==> config.mk <==
export PLATFORM = sky130hd
export DESIGN_NAME = pc_fetch_ctrl
export DESIGN_NICKNAME = d
export VERILOG_FILES = /design/src/rtl/rv_pkg.sv /design/src/rtl/pc_next_sel.sv /design/src/rtl/pc_fetch_ctrl.sv
export SDC_FILE = /design/constraint.sdc
export NUM_CORES = 1
export LEC_CHECK = 0
export BUFFER_PORTS_ARGS = -buffer_cell sky130_fd_sc_hd__buf_4
export CORE_MARGIN = 2
export CORE_UTILIZATION = 45
export CTS_BUF_LIST = sky130_fd_sc_hd__clkbuf_8
export CTS_CLUSTER_DIAMETER = 60
export DETAILED_ROUTE_END_ITERATION = 10
export PLACE_DENSITY = 0.86
export SYNTH_ARGS = -nofsm -noshare
export SYNTH_HDL_FRONTEND = slang
export SYNTH_SLANG_ARGS = --single-unit
==> constraint.sdc <==
create_clock -name clk -period 2.1 [get_ports clk]
set_clock_uncertainty 0.2 [all_clocks]
set_input_delay 0.105 -clock clk [delete_from_list [all_inputs] [get_ports clk]]
set_output_delay 0.105 -clock clk [all_outputs]
set_load 0.01 [all_outputs]
==> src/rtl/rv_pkg.sv <==
// Shared fetch/control definitions: fetch FSM states, instruction size and
// the major opcodes also used by the control generator.
package rv_pkg;

    typedef enum logic [2:0] {
        IDLE,
        REQ,
        WAIT,
        HOLD,
        TRAP
    } fetch_state_t;

    localparam int INSTR_BYTES = 4;

    localparam logic [6:0] OP_BRANCH = 7'b1100011;
    localparam logic [6:0] OP_JAL    = 7'b1101111;
    localparam logic [6:0] OP_LUI    = 7'b0110111;
    localparam logic [6:0] OP_AUIPC  = 7'b0010111;

endpackage

==> src/rtl/pc_next_sel.sv <==
// Next-PC selection: sequential increment or redirect target, plus a flag
// for a redirect whose target is not word aligned (PC then holds).
module pc_next_sel
    import rv_pkg::*;
#(
    parameter int XLEN = 32
) (
    input  logic [XLEN-1:0] pc,
    input  logic            redirect_en,
    input  logic [XLEN-1:0] redirect_target,
    output logic [XLEN-1:0] next_pc,
    output logic            misalign
);

    // Sequential PC wraps naturally at 2^XLEN; a misaligned redirect keeps pc.
    always_comb begin
        next_pc  = pc + XLEN'(INSTR_BYTES);
        misalign = 1'b0;
        if (redirect_en) begin
            misalign = |redirect_target[1:0];
            next_pc  = misalign ? pc : redirect_target;
        end
    end

endmodule

==> src/rtl/pc_fetch_ctrl.sv <==
// Program counter and one-at-a-time instruction fetch sequencer. Issues a
// request for pc_q, waits for the single response, holds the instruction
// for decode until accepted, then advances or redirects the PC.
module pc_fetch_ctrl
    import rv_pkg::*;
#(
    parameter int              XLEN     = 32,
    parameter logic [XLEN-1:0] RESET_PC = '0
) (
    input  logic            clk,
    input  logic            rst,
    input  logic            redirect_en,
    input  logic [XLEN-1:0] redirect_target,
    output logic            imem_req_valid,
    input  logic            imem_req_ready,
    output logic [XLEN-1:0] imem_req_addr,
    input  logic            imem_rsp_valid,
    input  logic [31:0]     imem_rsp_data,
    output logic            instr_valid,
    output logic [31:0]     instr,
    output logic [XLEN-1:0] instr_pc,
    input  logic            instr_ready,
    output logic            misalign_trap,
    output logic            halted
);

    fetch_state_t    state;
    logic [XLEN-1:0] pc_q;
    logic [XLEN-1:0] next_pc;
    logic            misalign;

    pc_next_sel #(.XLEN(XLEN)) u_next_sel (
        .pc              (pc_q),
        .redirect_en     (redirect_en),
        .redirect_target (redirect_target),
        .next_pc         (next_pc),
        .misalign        (misalign)
    );

    assign imem_req_addr = pc_q;

    // Fetch FSM with registered handshake/status outputs. Responses are only
    // looked at in WAIT, so stray or early responses capture nothing.
    always_ff @(posedge clk) begin
        if (rst) begin
            state          <= IDLE;
            pc_q           <= RESET_PC;
            imem_req_valid <= 1'b0;
            instr_valid    <= 1'b0;
            instr          <= '0;
            instr_pc       <= RESET_PC;
            misalign_trap  <= 1'b0;
            halted         <= 1'b0;
        end else begin
            case (state)
                IDLE: begin
                    state          <= REQ;
                    imem_req_valid <= 1'b1;
                end
                REQ: begin
                    if (imem_req_ready) begin
                        state          <= WAIT;
                        imem_req_valid <= 1'b0;
                    end
                end
                WAIT: begin
                    if (imem_rsp_valid) begin
                        state       <= HOLD;
                        instr       <= imem_rsp_data;
                        instr_pc    <= pc_q;
                        instr_valid <= 1'b1;
                    end
                end
                HOLD: begin
                    if (instr_ready) begin
                        instr_valid <= 1'b0;
                        pc_q        <= next_pc;
                        if (misalign) begin
                            state         <= TRAP;
                            misalign_trap <= 1'b1;
                            halted        <= 1'b1;
                        end else begin
                            state          <= REQ;
                            imem_req_valid <= 1'b1;
                        end
                    end
                end
                TRAP: begin
                    state <= TRAP;
                end
                default: state <= IDLE;
            endcase
        end
    end

endmodule
==> flow_metrics.tcl <==
set metrics [dict create \
    wirelength_mm 15.9 \
    finalPower_mw 3.71 \
    grt_overflow_total 0 \
    yosysSeqAreaShare_pct 45.3 \
    io_pins 170 \
    hold_path_class "in2reg" \
    synth_seq_cells 102 \
    grt_pass1_wl_mm 25.2 \
    clk_latency_ns 0.36 \
    cts_sinks 102 \
    grtUsageTotal_pct 28.1 \
    period_share_pct 98.2 \
    synth_edf_count 0 \
    drc 0 \
    min_period_ns 2.06 \
    grt_pass1_vias 5206 \
    drv_slew 0 \
    synthCells 580 \
    crit_type "reg2reg" \
    dpl_worst_slack_ns -0.0106 \
    via_per_inst 5.63 \
    ant_nets 0 \
    ctsRootBufferMaster "clkbuf_8" \
    fp.dieH_um 104 \
    yosys-top-cells-count "nand2_1, dfxtp_1, a21oi_1, clkbuf_1, nor2_1" \
    start_util_pct 46.3 \
    drt_iter0_drc 391 \
    tightestPinTransition_ns 0.561 \
    numCtsBuffers 9 \
    cp_slowest_cell "nor4_1" \
    synthesis.area_um2 4510 \
    ys.flop_type "dfxtp_1" \
    cts_tree "yes" \
    endpoint_kind "flip-flop" \
    cp-start-kind "flip-flop" \
    wl_per_cell_um 16.5 \
    area_delta_synth_final_pct 55.8 \
    antenna_cells 0 \
    die_area_um2 10800 \
    cap_violations 0 \
    core_um2 9730 \
    hold_violations 0 \
    numPortBuffers 169 \
    yosys-top-cells-area "dfxtp_1, nand2_1, a21oi_1" \
    netlist.area_leader.share_pct 45.3 \
    drive_gt1_share_pct 30.3 \
    synthArstFlopShare_pct 0 \
    p_leak_nw 2.82 \
    first_pass_iters 6 \
    grt_max_degree 41 \
    vias 5429 \
    cts_max_path_buffers 2 \
    antenna_found_initial 0 \
    final-setup-viol-count 0 \
    slowest_delay_ns 0.46 \
    cts.reportedPaths.clkPinSlew_ns 0.09 \
    yosys.area.top_type "dfxtp_1" \
    dp.cells 881 \
    fin_cells 965 \
    slew_headroom_pct 62.4 \
    powerDensity_nw_per_um2 528 \
    die_x_um 104 \
    synth_fp_nets 651 \
    num_rows 36 \
    max_freq_mhz 485 \
    nets 899 \
    h-tree-depth 3 \
    avgSynthCellArea_um2 7.77 \
    cp_max_fo 5 \
    status "complete, no violations" \
    place_hpwl_mm 10.5 \
    synthDistinctLibCells 55 \
    critPathRequiredTime_ns 2.13 \
    utilization_pct 72.2 \
    place_congestion 0.895 \
    crit_chain "and4_1 -> nand4_1 -> nor4_1 -> mux2i_1 -> o22ai_1" \
    peakVddDrop_uv 302 \
    synth.most_common_cell "nand2_1" \
    arrival_ns 2.09 \
    yosysWarnings 0 \
    layout_setup_ws_ns 0.0369 \
]
[where the power goes]
| part | switching (mW) | internal, mW |
|---|---|---|
| combinational | 0.219 | 0.261 |
| clock | 0.672 | 0.581 |
| sequential | 0.0178 | 1.96 |
[registers in the layout, summed over array words and instances (netlist names)]
name / count
instr_pc: 32
halted: 1
instr_valid: 1
state: 3
imem_req_valid: 1
instr: 32
imem_req_addr: 32
[per-stage QoR]
| stage | hold WS, ns | instance area [um2] | setup TNS, ns |
|---|---|---|---|
| after CTS | 0.00533 | 6960 | 0 |
| after global routing | 0.0360 | 7020 | -0.0515 |
| after global placement | 0.152 | 6120 | 0 |
| after floorplan | 0.0410 | 4510 | 0 |
| final | 0.0290 | 7020 | 0 |
| after detailed placement | 0.163 | 6120 | -0.0106 |
[cell type report]
type | count | area (um2)
Inverter | 8 | 30.0
Multi-Input combinational cell | 424 | 2280
Tap cell | 133 | 166
Fill cell | 749 | 2710
Sequential cell | 102 | 2050
Timing Repair Buffer | 283 | 2310
Clock buffer | 10 | 138
Clock inverter | 5 | 57.6
[kinds of logic (layout without fill, tap and decap cells)]
kind of cell               count (synthesis)  count (layout)  share of synthesized area (%)
AOI/OAI and AO/OA                        151             151                           20.5
adders and majority gates                  1               1                          0.277
buffers and inverters                     54             306                           4.99
DFF                                      102             102                           45.3
muxes                                      9               9                           2.03
and+or+nand+nor                          263             263                           26.9
[placed cells by master, fill, tap and decap left out, types with 10 or more instances in the layout]
cell type / instances
buf_4: 217
nand2_1: 156
dfxtp_1: 100
a21oi_1: 77
dlygate4sd3_1: 64
nor2_1: 27
nand4_1: 14
nand3_1: 13
a22oi_1: 12
o21ai_0: 12
nor3_1: 10
clkbuf_8: 10
[layer usage]
layer  vias up  track usage (%)  part of all wire [%]
li1       2538                -                     -
met1      2559             32.2                    38
met2       289             51.2                    51
met3        43             6.58                   7.9
met4         0             9.56                   2.6
met5         -                0                     0
[worst max-delay path, delay by kind of cell (launching register included)]
kind	cells	cell delay [ns]
multiplexers	1	0.25
AND/OR/NAND/NOR	3	0.99
flip-flops	1	0.43
AO/OA/AOI/OAI	1	0.08
[what timing repair did]
item,CTS,global route
hold buffers,64,0
endpoints found under the hold margin,61,0
setup endpoints to repair,2,8
gates cloned,0,0
buffers inserted,1,4
resized for setup,0,6
pin swaps,1,5
[worst paths after layout]
kind                            slack, ns                        endpoint  depth (start not counted)                      startpoint
worst min-delay path                 0.03   imem_req_addr[8]$_SDFFE_PP0P_                          3                     redirect_en
worst max register to register       0.04  imem_req_addr[30]$_SDFFE_PP0P_                          5  imem_req_addr[22]$_SDFFE_PP0P_
worst max-delay path                 0.04  imem_req_addr[30]$_SDFFE_PP0P_                          5  imem_req_addr[22]$_SDFFE_PP0P_
worst min register to register       0.26       instr_pc[22]$_SDFFE_PP0P_                          2       instr_pc[22]$_SDFFE_PP0P_
Power figures use the tool's default switching activity.
